===== src/rtl/overlay_sched_pkg.sv =====
// Shared types and constants for the two-channel overlay scheduler.
// Latency: n/a (declarations only).
// Backpressure: n/a (declarations only).
package overlay_sched_pkg;

  // Default width of each I and Q word.
  localparam int DEF_DATA_W = 16;

  // Channel tags carried alongside each sample.
  localparam logic CH0 = 1'b0;
  localparam logic CH1 = 1'b1;

  // One complex sample: I in the upper half, Q in the lower half.
  typedef struct packed {
    logic [DEF_DATA_W-1:0] i;
    logic [DEF_DATA_W-1:0] q;
  } iq_sample_t;

endpackage


===== src/rtl/overlay_iq_fifo.sv =====
// Synchronous FIFO of IQ samples with occupancy count, full and empty flags.
// Latency: a write is visible at rd_dat from the cycle after it is accepted (no bypass).
// Backpressure: writes while full and reads while empty are ignored; full is taken from the registered count.
module overlay_iq_fifo
  import overlay_sched_pkg::*;
#(
  parameter int DEPTH = 4,
  localparam int PTR_W = $clog2(DEPTH),
  localparam int CNT_W = PTR_W + 1
) (
  input  logic             clk,
  input  logic             rst_n,
  input  logic             wr_vld,
  input  iq_sample_t       wr_dat,
  input  logic             rd_vld,
  output iq_sample_t       rd_dat,
  output logic [CNT_W-1:0] count,
  output logic             full,
  output logic             empty
);

  iq_sample_t       mem [DEPTH];
  logic [PTR_W-1:0] wr_ptr;
  logic [PTR_W-1:0] rd_ptr;
  logic             wr_fire;
  logic             rd_fire;

  assign full    = (count == CNT_W'(DEPTH));
  assign empty   = (count == '0);
  assign wr_fire = wr_vld & ~full;
  assign rd_fire = rd_vld & ~empty;
  assign rd_dat  = mem[rd_ptr];

  // Storage array; contents need no reset because count gates every read.
  always_ff @(posedge clk) begin
    if (wr_fire) begin
      mem[wr_ptr] <= wr_dat;
    end
  end

  // Pointers wrap naturally since DEPTH is a power of two.
  always_ff @(posedge clk or negedge rst_n) begin
    if (!rst_n) begin
      wr_ptr <= '0;
      rd_ptr <= '0;
      count  <= '0;
    end else begin
      if (wr_fire) begin
        wr_ptr <= wr_ptr + PTR_W'(1);
      end
      if (rd_fire) begin
        rd_ptr <= rd_ptr + PTR_W'(1);
      end
      count <= count + CNT_W'(wr_fire) - CNT_W'(rd_fire);
    end
  end

endmodule


===== src/rtl/overlay_chan_scheduler.sv =====
// Shares one processing engine between two IQ channels: per-channel FIFOs, round-robin grant, tagged return demux.
// Latency: input strobe to o_eng_valid is 2 cycles when idle; engine result to output strobe is 1 cycle.
// Backpressure: o_eng_* hold until i_eng_ready; a full FIFO drops the sample and sets a sticky overflow bit.
module overlay_chan_scheduler
  import overlay_sched_pkg::*;
#(
  parameter int DATA_W     = DEF_DATA_W,
  parameter int FIFO_DEPTH = 4
) (
  input  logic              i_clk,
  input  logic              i_rst_n,
  input  logic              i_en,
  input  logic              i_clr_status,
  input  logic [DATA_W-1:0] i_I0_data,
  input  logic [DATA_W-1:0] i_Q0_data,
  input  logic              i_I0_valid,
  input  logic              i_Q0_valid,
  input  logic [DATA_W-1:0] i_I1_data,
  input  logic [DATA_W-1:0] i_Q1_data,
  input  logic              i_I1_valid,
  input  logic              i_Q1_valid,
  output logic [DATA_W-1:0] o_eng_I,
  output logic [DATA_W-1:0] o_eng_Q,
  output logic              o_eng_ch,
  output logic              o_eng_valid,
  input  logic              i_eng_ready,
  input  logic [DATA_W-1:0] i_eng_I,
  input  logic [DATA_W-1:0] i_eng_Q,
  input  logic              i_eng_ch,
  input  logic              i_eng_valid,
  output logic [DATA_W-1:0] o_I0_data,
  output logic [DATA_W-1:0] o_Q0_data,
  output logic [DATA_W-1:0] o_I1_data,
  output logic [DATA_W-1:0] o_Q1_data,
  output logic              o_I0_valid,
  output logic              o_Q0_valid,
  output logic              o_I1_valid,
  output logic              o_Q1_valid,
  output logic [1:0]        o_ovf,
  output logic [1:0]        o_mismatch
);

  localparam int CNT_W = $clog2(FIFO_DEPTH) + 1;

  iq_sample_t       wr_dat0, wr_dat1;
  iq_sample_t       rd_dat0, rd_dat1;
  logic             both0, both1;
  logic             wr_vld0, wr_vld1;
  logic             rd_vld0, rd_vld1;
  logic             full0, full1;
  logic             empty0, empty1;
  logic [CNT_W-1:0] cnt0, cnt1;
  logic [1:0]       ovf_set;
  logic [1:0]       mismatch_set;
  logic             last_grant;
  logic             load;
  logic             gnt;
  iq_sample_t       sel_dat;
  logic             unused_cnt;

  // Occupancy counts are kept as named nets for observability only.
  assign unused_cnt = ^{cnt0, cnt1};

  assign both0   = i_I0_valid & i_Q0_valid;
  assign both1   = i_I1_valid & i_Q1_valid;
  assign wr_vld0 = both0 & ~full0;
  assign wr_vld1 = both1 & ~full1;
  assign wr_dat0 = '{i: i_I0_data, q: i_Q0_data};
  assign wr_dat1 = '{i: i_I1_data, q: i_Q1_data};

  assign ovf_set      = {both1 & full1, both0 & full0};
  assign mismatch_set = {i_I1_valid ^ i_Q1_valid, i_I0_valid ^ i_Q0_valid};

  overlay_iq_fifo #(.DEPTH(FIFO_DEPTH)) u_fifo0 (
    .clk    (i_clk),
    .rst_n  (i_rst_n),
    .wr_vld (wr_vld0),
    .wr_dat (wr_dat0),
    .rd_vld (rd_vld0),
    .rd_dat (rd_dat0),
    .count  (cnt0),
    .full   (full0),
    .empty  (empty0)
  );

  overlay_iq_fifo #(.DEPTH(FIFO_DEPTH)) u_fifo1 (
    .clk    (i_clk),
    .rst_n  (i_rst_n),
    .wr_vld (wr_vld1),
    .wr_dat (wr_dat1),
    .rd_vld (rd_vld1),
    .rd_dat (rd_dat1),
    .count  (cnt1),
    .full   (full1),
    .empty  (empty1)
  );

  // Round-robin grant: alternate on contention, otherwise take whichever channel has data.
  always_comb begin
    load    = 1'b0;
    gnt     = CH0;
    rd_vld0 = 1'b0;
    rd_vld1 = 1'b0;
    sel_dat = rd_dat0;
    load = (~o_eng_valid | i_eng_ready) & i_en & (~empty0 | ~empty1);
    if (~empty0 & ~empty1) begin
      gnt = ~last_grant;
    end else begin
      gnt = empty0 ? CH1 : CH0;
    end
    if (gnt == CH1) begin
      sel_dat = rd_dat1;
    end
    rd_vld0 = load & (gnt == CH0);
    rd_vld1 = load & (gnt == CH1);
  end

  // Engine request register: refills on handshake or when empty, otherwise holds stable.
  always_ff @(posedge i_clk or negedge i_rst_n) begin
    if (!i_rst_n) begin
      o_eng_valid <= 1'b0;
      o_eng_I     <= '0;
      o_eng_Q     <= '0;
      o_eng_ch    <= CH0;
      last_grant  <= CH1;
    end else if (load) begin
      o_eng_valid <= 1'b1;
      o_eng_I     <= sel_dat.i;
      o_eng_Q     <= sel_dat.q;
      o_eng_ch    <= gnt;
      last_grant  <= gnt;
    end else if (i_eng_ready) begin
      o_eng_valid <= 1'b0;
    end
  end

  // Return demux: capture tagged result into its channel and pulse that channel's strobes.
  always_ff @(posedge i_clk or negedge i_rst_n) begin
    if (!i_rst_n) begin
      o_I0_data  <= '0;
      o_Q0_data  <= '0;
      o_I1_data  <= '0;
      o_Q1_data  <= '0;
      o_I0_valid <= 1'b0;
      o_Q0_valid <= 1'b0;
      o_I1_valid <= 1'b0;
      o_Q1_valid <= 1'b0;
    end else begin
      o_I0_valid <= i_eng_valid & (i_eng_ch == CH0);
      o_Q0_valid <= i_eng_valid & (i_eng_ch == CH0);
      o_I1_valid <= i_eng_valid & (i_eng_ch == CH1);
      o_Q1_valid <= i_eng_valid & (i_eng_ch == CH1);
      if (i_eng_valid && i_eng_ch == CH0) begin
        o_I0_data <= i_eng_I;
        o_Q0_data <= i_eng_Q;
      end
      if (i_eng_valid && i_eng_ch == CH1) begin
        o_I1_data <= i_eng_I;
        o_Q1_data <= i_eng_Q;
      end
    end
  end

  // Sticky status: a set event in the clear cycle keeps the bit high.
  always_ff @(posedge i_clk or negedge i_rst_n) begin
    if (!i_rst_n) begin
      o_ovf      <= '0;
      o_mismatch <= '0;
    end else begin
      o_ovf      <= (i_clr_status ? 2'b00 : o_ovf) | ovf_set;
      o_mismatch <= (i_clr_status ? 2'b00 : o_mismatch) | mismatch_set;
    end
  end

endmodule

===== config.mk =====
export PLATFORM = sky130hd
export DESIGN_NAME = overlay_chan_scheduler
export DESIGN_NICKNAME = d
export VERILOG_FILES = /design/src/rtl/overlay_sched_pkg.sv /design/src/rtl/overlay_iq_fifo.sv /design/src/rtl/overlay_chan_scheduler.sv
export SDC_FILE = /design/constraint.sdc
export NUM_CORES = 1
export LEC_CHECK = 0
export CAP_MARGIN = 40
export CORE_UTILIZATION = 37
export DETAILED_ROUTE_END_ITERATION = 16
export SYNTH_ARGS = -nofsm -noshare
export SYNTH_HDL_FRONTEND = slang
export SYNTH_HIERARCHICAL = 1
export SYNTH_SLANG_ARGS = --single-unit

===== constraint.sdc =====
create_clock -name i_clk -period 3 [get_ports i_clk]
set_input_delay 0.6 -clock i_clk [delete_from_list [all_inputs] [get_ports i_clk]]
set_output_delay 0.6 -clock i_clk [all_outputs]
set_load 0.02 [all_outputs]

Yosys cells after proc, flatten, opt, wreduce, memory -nomap -nowiden

Memories as Yosys holds them, arrays and structs flattened.
Index checks and enable logic that the tools add are counted.

$add $sub $neg: 8
Equal/unequal tests: 2
Mux-type cells: 11
Bitwise logic cells: 31
Reduce and logical (&&, ||, !) cells: 5

Operators by type and width:

| cell                | count |
|---|---|
| $mux 32             | 1 |
| $and 1x1->1         | 17 |
| $add 2x1->2 const B | 4 |
| $mux 1              | 8 |
| $not 1->1           | 8 |
| $add 3x1->3         | 2 |
| $eq 3x3->1 const B  | 2 |
| $logic_not 3->1     | 2 |
| $sub 3x1->3         | 2 |
| $mux 2              | 2 |
| $or 2x2->2          | 2 |
| $logic_and 1x1->1   | 2 |
| $or 1x1->1          | 2 |
| $reduce_bool 2->1   | 1 |
| $xor 1x1->1         | 2 |

Register bits: 119
RAM bits: 256
Input bits: 107
Word-level logic and storage cells: 78
Memories kept: 2

Memories:

| memory      | depth | width | read ports | clocked after memory_dff | write ports | RTL line              | RTL |
|---|---|---|---|---|---|---|---|
| u_fifo0.mem | 4     | 32    | 1          | 0                        | 1           | overlay_iq_fifo.sv:22 | `iq_sample_t mem [DEPTH];` |
| u_fifo1.mem | 4     | 32    | 1          | 0                        | 1           | overlay_iq_fifo.sv:22 |  |

Depth between registers and ports, before layout

Gate-level depths: netlist of the first run.

Depth after elaboration: 8
Gate-level depth with buffers: 15

Cells and area by module

Netlist of the first run, hierarchy kept.

By module, submodules not included:

| module                     | times used | cells each | area each (µm²) | seq. area each (µm²) |
|---|---|---|---|---|
| overlay_iq_fifo at u_fifo0 | 1          | 209        | 5138.7          | 4018.9 |
| overlay_iq_fifo at u_fifo1 | 1          | 210        | 5129.9          | 4018.9 |
| overlay_chan_scheduler     | 1          | 272        | 4523.1          | 2628.8 |

Worst setup path after synthesis of the first run

Ideal clock, no wire load.

Path type: flip-flop to flip-flop
Start point: register u_fifo1.count[1]
End point: register u_fifo1.count[2]
Library setup time: 126 ps
Arrival time: 2777 ps
Data required time: 2874 ps
Setup slack: 96 ps
Stages on the path, launching flop included: 16
Path buffers: 3
Clock period less this slack: 2904 ps
Cells stage by stage: dfrtp_1 -> buf_2 -> nor3_1 -> nand2_1 -> and3_1 -> buf_2 -> buf_4 -> and2_1 -> o31ai_1 -> inv_1 -> ha_1 -> inv_1 -> ha_1 -> fa_1 -> xor2_1 -> xnor2_1

Longest elaborated chain between the ends: 7
Elaborated cells between the ends (all ways): 14
Those cells by class: add/sub (2); eq/ne (1); mux (1); bitwise (9); reduce/logical (1)

Ends and longest elaborated chain:

| what                                             | RTL line                                                     | RTL |
|---|---|---|
| start, declared                                  | overlay_iq_fifo.sv:17                                        | `output logic [CNT_W-1:0] count,` |
| start signal, assigned                           | overlay_iq_fifo.sv:54                                        | `count <= count + CNT_W'(wr_fire) - CNT_W'(rd_fire);` |
| $logic_not 3->1 *                                | overlay_iq_fifo.sv:29                                        | `assign empty = (count == '0);` |
| named net empty1                                 | overlay_chan_scheduler.sv:51                                 | `logic empty0, empty1;` |
| $not 1->1 *                                      | overlay_chan_scheduler.sv:105, overlay_chan_scheduler.sv:106 |  |
| $or 1x1->1 / $and 1x1->1 (equally long branches) | overlay_chan_scheduler.sv:105, overlay_chan_scheduler.sv:106 |  |
| $and 1x1->1 / $mux 1 (equally long branches)     | overlay_chan_scheduler.sv:105, overlay_chan_scheduler.sv:106 |  |
| $and 1x1->1 *                                    | overlay_chan_scheduler.sv:115                                | `rd_vld1 = load & (gnt == CH1);` |
| named net rd_vld1                                | overlay_chan_scheduler.sv:49                                 | `logic rd_vld0, rd_vld1;` |
| $and 1x1->1 *                                    | overlay_iq_fifo.sv:31                                        | `assign rd_fire = rd_vld & ~empty;` |
| named net u_fifo1.rd_fire                        | overlay_iq_fifo.sv:26                                        | `logic rd_fire;` |
| $sub 3x1->3 *                                    | overlay_iq_fifo.sv:54                                        |  |

The timed path passes the listed nets; every way through them passes the cells marked *.
A chain may end at the register's enable or synchronous reset.

Worst setup path in the final report of the first run

Start point: register u_fifo1.count[2]
End point: register u_fifo1.count[2]

Same word-level chain as after synthesis.

==> results of run 1 <==
==> area by class of cell <==
type / count / area [um^2]
Fill cell: 3257 / 20040
Sequential cell: 375 / 10670
Multi-Input combinational cell: 268 / 3786
Timing Repair Buffer: 239 / 2501
Clock buffer: 56 / 1134
Tap cell: 518 / 648.1
Clock inverter: 17 / 170.2
Inverter: 14 / 52.55
Antenna cell: 2 / 5.005
==> per-stage QoR <==
step	setup TNS, ns	worst slack, ns
CTS	0	0.2250
global route	0	0.01952
floorplan	0	0.09625
detailed placement	-0.03699	-0.03699
global placement	-0.003175	-0.003175
finish	0	0.2193
==> flip-flops by register name, summed over array words and instances, names as in the netlist, 2 cells and up <==
register / count
o_Q1_data: 16
o_I0_data: 16
u_fifo0/rd_ptr: 2
u_fifo1/count: 3
o_mismatch: 2
o_eng_Q: 16
o_ovf: 2
u_fifo0/wr_ptr: 2
u_fifo1/mem: 128
u_fifo1/wr_ptr: 2
o_Q0_data: 16
u_fifo0/count: 3
u_fifo0/mem: 128
o_eng_I: 16
o_I1_data: 16
u_fifo1/rd_ptr: 2
==> placed cells by master (no fill, tap or decap), drive strengths merged, types with 2 or more instances in the layout <==
master	n
nand2	6
clkbuf	56
diode	2
bufinv	3
clkinv	11
fa	2
o311ai	2
o31ai	2
nand2b	9
clkdlybuf4s50	211
mux2	130
nor2b	3
nor3b	3
and3b	8
nor3	2
mux4	64
buf	28
o211ai	4
dfrtp	118
a21o	2
a22o	2
ha	14
inv	16
xnor2	7
nand4bb	4
edfxtp	256
==> critical path: stages (launching register included) <==
cell and delay (ns):
dfrtp_1 0.46, nor3_1 0.32, nand2_1 0.11, and3_2 0.23, and2_1 0.15, o31ai_1 0.09, inv_1 0.08, ha_1 0.28
inv_1 0.04, ha_1 0.19, fa_1 0.41, xor2_1 0.18, xnor2_1 0.12
==> cell families (layout without fill, tap and decap cells) <==
logic type / Yosys count / count (layout)
simple gates: 37 / 37
compound gates: 13 / 13
fa+ha+maj: 16 / 16
xor+xnor: 8 / 8
flops: 375 / 375
other cells: 0 / 2
mux: 194 / 194
buf+inv: 48 / 326
==> power groups by stage <==
stage          Combinational [uW]  Sequential (uW)  Clock, uW
2_1_floorplan                3480             7330          0
3_3_place_gp                 5550             7090          0
3_5_place_dp                 5610             7100          0
4_1_cts                      5620             7010       4980
5_1_grt                      5880             7100       5180
6_report                     5480             6990       4840
==> routing by layer <==
metal,wire length (um),track usage
met1,13290,0.2036
met2,15060,0.2572
met3,2260,0.04353
met4,499,0.03680
met5,33,0
==> worst max path at each step <==
stage / from / endpoint / slack [ns] / cells after the start
floorplan: u_fifo1/count[1] / u_fifo1/count[2] / 0.1 / 15
finish: u_fifo1/count[2] / u_fifo1/count[2] / 0.22 / 12
global route: u_fifo1/count[2] / u_fifo1/count[2] / 0.02 / 12
CTS: u_fifo1/count[2] / u_fifo1/count[2] / 0.23 / 12
detailed placement: i_eng_ready / u_fifo1/count[2] / -0.04 / 12
global placement: i_eng_ready / u_fifo1/count[2] / -0.003 / 12
==> qor.yml, run 1 <==
synth_compound_area_frac: 0.006936
switchingPower_uw: 4860
synth.distinct_cells: 34
syn_inst: 691
fmax_ghz: 0.3596
cts_resized: 0
grt_use_total: 0.1557
ff2ff_setup_slack_ns: 0.22
status: "finished, final reports clean"
drive_above_1_share: 0.3044
synth_common_cells: "256 x edfxtp_1, 118 x dfrtp_1, 84 x mux2_2"
whs_ns: 0.05534
final_cell_area_um2: 18970
tritoncts: "done"
syn2layout_area_growth_pct: 28.24
r2r_end: "u_fifo1/count[2]"
min_period_over_period: 0.9269
cp_max_fo: 7
clockRootBuffer: "clkbuf_16"
drv_cap: 0
async_flop_share: 0.3173
synth_mux_area_frac: 0.2091
place_hpwl_mm: 19.44
finalNonFillerCells: 1489
p_leak_uw: 0.006862
port_buffers: 212
yosys.area_share.simple: 0.01895
utilization: 0.4863
yosysTopAreaCell: "edfxtp_1"
core_area_um2: 39010
slew-limit-headroom: 0.4959
power_frac_seq: 0.404
finClkSkew_ns: 0.01476
worstHoldPathType: "input port to asynchronous set/reset pin"
critPathLaunchType: "flop"
max_slew.worst_pin.slew_ns: 0.7561
grt_pass1_vias: 7741
cts_setup_buffers: 0
synth.avg_cell_area_um2: 21.41
grt_antenna_before_repair: 5
critPathCaptureType: "flop"
clkLatencyLatePin_ns: 0.53
synth_ff_type: "edfxtp_1"
numClockSinks: 375
fin_crit_ns: 2.781
synthAdderAreaFrac: 0.01455
grt_remaining_overflow: 0
routed_wl_mm: 31.15
synth_most_common_cell: "edfxtp_1"
ys_top_cells_by_area: "edfxtp_1 52%, dfrtp_1 20%, mux4_2 9.1%, mux2_2 6.4%, mux2_4 4.7%"
firstDrtPassIters: 4
power_frac_comb: 0.317
ys_seq_area_frac: 0.7211
numCtsBuffers: 40
grt_max_degree: 64
dpl_cell_area_um2: 17660
peakVddDrop_v: 0.0004338
io-pin-count: 213
drt_first_iter_violations: 390
synth_xor_area_frac: 0.004737
synth-edff-count: 256
via_count: 7232
dp_cells: 1414
arrival_ns: 3.18
yosysWarnings: 6
regToRegStartpoint: "u_fifo1/count[2]"
finalSetupViolCount: 0
syn_nets: 814
synth_area_um2: 14790
worstSetupPathType: "flop to flop"
die_y_um: 201.9
wire_per_inst_um: 20.92
place_congestion: 0.7338
required_ns: 3.40
switching_share: 0.2808
clkTransAtPathRegs_ns: 0.06
drt-vias-per-instance: 4.857
cts_buffer_depth: 3
rsz0062_at_grt: "no"
clockPowerShare: 0.280
start_util: 0.3792
timing.final.hold_violations: 0
die_area_um2: 40780
rows: 72
cts_hold_buf: 0
nets: 1061
synth.top_cell.area_share: 0.5197
ff2ff_path_depth: 12
ys_ff_latch: 375
internal_power_uw: 12450
drt.antenna.violating_nets: 0
cts_max_level: 2
grt_pass1_wl_mm: 47.87
power.density_nw_per_um2: 912.6
finalPower_uw: 17310
synth_top_family_by_area: "multiplexers"
final_max_slew_viol_count: 0
die_w_um: 201.9
drc: 0
Note: power is estimated with default switching activity, not from simulation.
==> run 2, diff against run 1 <==
--- a/config.mk
+++ b/config.mk
@@ -8,6 +8,8 @@
 export CAP_MARGIN = 40
 export CORE_UTILIZATION = 37
 export DETAILED_ROUTE_END_ITERATION = 16
+export HOLD_SLACK_MARGIN = 0.06
+export REMOVE_ABC_BUFFERS = 1
 export SYNTH_ARGS = -nofsm -noshare
 export SYNTH_HDL_FRONTEND = slang
 export SYNTH_HIERARCHICAL = 1
==> run 2 against run 1 <==
- non-clock buffer count grew 3
- global-route usage grew 0.082 points
- routed wire length shrank 0.21%
- worst hold slack gained 0.43 ns
- via count grew 0.71%
- highest routed layer unchanged
==> qor.yml, run 2 (synthesized netlist as in run 1, its figures left out) <==
top_regs: "u_fifo0/mem (128), u_fifo1/mem (128)"
clkLatencyLatePin_ns: 0.54  # about the same
final_cell_area_um2: 18970  # about the same
clkTransAtPathRegs_ns: 0.06  # about the same
port_buffers: 212  # unchanged
cp_max_fo: 7  # unchanged
numClockSinks: 375  # unchanged
status: "finished, final reports clean"
grt_use_total: 0.1566  # +0.0008191
fin_ws_ns: 0.3057  # +0.08639 ns
place_congestion: 0.7334  # about the same
slew-limit-headroom: 0.5180  # +0.02203
syn2layout_area_growth_pct: 28.26  # about the same
critPathCaptureType: "flop"
required_ns: 3.43  # +0.03 ns
peakVddDrop_v: 0.0004700  # +8.3%
grt_pass1_vias: 7664  # -0.99%
tritoncts: "done"
numCtsBuffers: 41  # +2.5%
drt.antenna.violating_nets: 0  # unchanged
drv_cap: 0  # unchanged
met3_usage: 0.03821  # -0.005321
p_leak_uw: 0.006879  # +0.25%
grt_pass1_wl_mm: 47.65  # -0.46%
arrival_ns: 3.12  # -0.06 ns
critPathLaunchType: "flop"
die_w_um: 201.9  # unchanged
hold_depth: 1
cts_max_level: 2  # unchanged
cp_cell_sequence: "nor3_1 > nand2_1 > and3_2 > and2_1 > o31ai_1 > inv_1 > ha_1 > inv_1 > ha_1 > fa_1 > xor2_1 > xnor2_1"
finalNonFillerCells: 1493  # +0.27%
worstSetupPathType: "flop to flop"
drive_above_1_share: 0.3052  # +0.0008040
finalPower_uw: 17280  # -0.19%
use_met1: 0.2008  # -0.002769
min_period_over_period: 0.8981  # -0.02880
finalSetupViolCount: 0  # unchanged
dpl_cell_area_um2: 17640  # -0.13%
cts_buffer_depth: 3  # unchanged
clockRootBuffer: "clkbuf_16"
start_util: 0.3792  # unchanged
ff2ff_path_depth: 12  # unchanged
finClkSkew_ns: 0.02231  # +0.007552 ns
die_y_um: 201.9  # unchanged
final_common_cell: "edfxtp_1"
via_count: 7283  # +0.71%
place_ws_ns: -0.01386  # +0.02313 ns
wire_per_inst_um: 20.82  # -0.48%
grt_max_degree: 57  # -11%
cts_setup_buffers: 0  # unchanged
max_slew.worst_pin.slew_ns: 0.7231  # -0.03305 ns
final_max_slew_viol_count: 0  # unchanged
drc: 0  # unchanged
globalRoute.busiestLayer: "met2"
routed_wl_mm: 31.08  # -0.21%
fmax_ghz: 0.3712  # +3.2%
rsz0062_at_grt: "no"
worstHoldPathType: "flop to flop"
fin_crit_ns: 2.694  # -0.08639 ns
power.density_nw_per_um2: 910.6  # -0.21%
firstDrtPassIters: 4  # unchanged
core_area_um2: 39010  # unchanged
grt_antenna_before_repair: 3  # -2
max_stage_delay_ns: 0.46  # about the same
layout_common_cells: "256 x edfxtp_1, 211 x clkdlybuf4s50_1, 114 x dfrtp_1"
place_hpwl_mm: 19.71  # +1.4%
grtUsageMet2: 0.2608  # +0.003559
timing.final.hold_violations: 0  # unchanged
dp_cells: 1416  # +0.14%
grt_remaining_overflow: 0  # unchanged
rows: 72  # unchanged
drt_first_iter_violations: 310  # -21%
die_area_um2: 40780  # unchanged
slowest_stage: "dfrtp_1"
drt-vias-per-instance: 4.878  # +0.44%
io-pin-count: 213  # unchanged
nets: 1065  # +0.38%
==> run 2: cell types whose count changed in the layout (fill, tap and decap cells not counted), moves of 2 or more <==
cell | previous run | this run
clkbuf_1 | 11 | 13
buf_12 | 14 | 11
clkbuf_16 | 42 | 45
buf_4 | 13 | 18
bufinv_16 | 3 | 1
==> run 2: per-stage QoR <==
step	TNS [ns]	utilization	hold WS (ns)
finish	0	0.4864	0.4895
global route	0	0.4862	0.5115
CTS	0	0.4861	0.4963
detailed placement	-0.01386	0.4521	0.4802
global placement	0	0.4521	0.4590
floorplan	-31.18	-	0.3044
==> run 2: worst paths after layout <==
kind | start | end | slack, ns
setup reg to reg | u_fifo0/count[1] | u_fifo1/count[2] | 0.31
hold / removal | o_mismatch[0] | o_mismatch[0] | 0.49
setup / recovery | u_fifo0/count[1] | u_fifo1/count[2] | 0.31
hold reg to reg | o_mismatch[0] | o_mismatch[0] | 0.49
max in group asynchronous | i_rst_n | o_eng_Q[5] | 1.66
min in group asynchronous | i_rst_n | o_I1_data[12] | 0.59
==> run 2: repair_timing <==
| action | in CTS | in global routing |
|---|---|---|
| resized for setup | 0 | 1 |
| hold endpoints to repair | 37 | 0 |
| hold buffers | 1 | 0 |
| endpoints found under the setup margin | 0 | 1 |
==> run 2: cell type report <==
type                            count  area [um^2]
Fill cell                        3230        20040
Sequential cell                   375        10670
Multi-Input combinational cell    268         3791
Timing Repair Buffer              242         2489
Clock buffer                       62         1230
Tap cell                          518        648.1
Clock inverter                     12        85.08
Inverter                           14        52.55
Antenna cell                        2        5.005
==> run 2: worst max-delay path, delay by kind of cell (launching register included) <==
family | cells | cell delay, ns
flops | 1 | 0.46
buf+inv | 2 | 0.12
fa+ha+maj | 3 | 0.86
compound gates | 1 | 0.08
xor+xnor | 2 | 0.30
simple gates | 4 | 0.75
==> run 2: power by group <==
| group | total (uW) | internal (uW) | switching [uW] |
|---|---|---|---|
| clock | 4870 | 2910 | 1950 |
| combinational | 5420 | 3070 | 2350 |
| sequential | 6990 | 6450 | 544 |
==> run 2: layer usage <==
metal,part of all wire,wire (um),up-vias
met5,0.00042,13,-
met4,0.019,581,2
met1,0.42,13030,3764
met2,0.50,15440,226
li1,-,-,3248
met3,0.065,2016,43
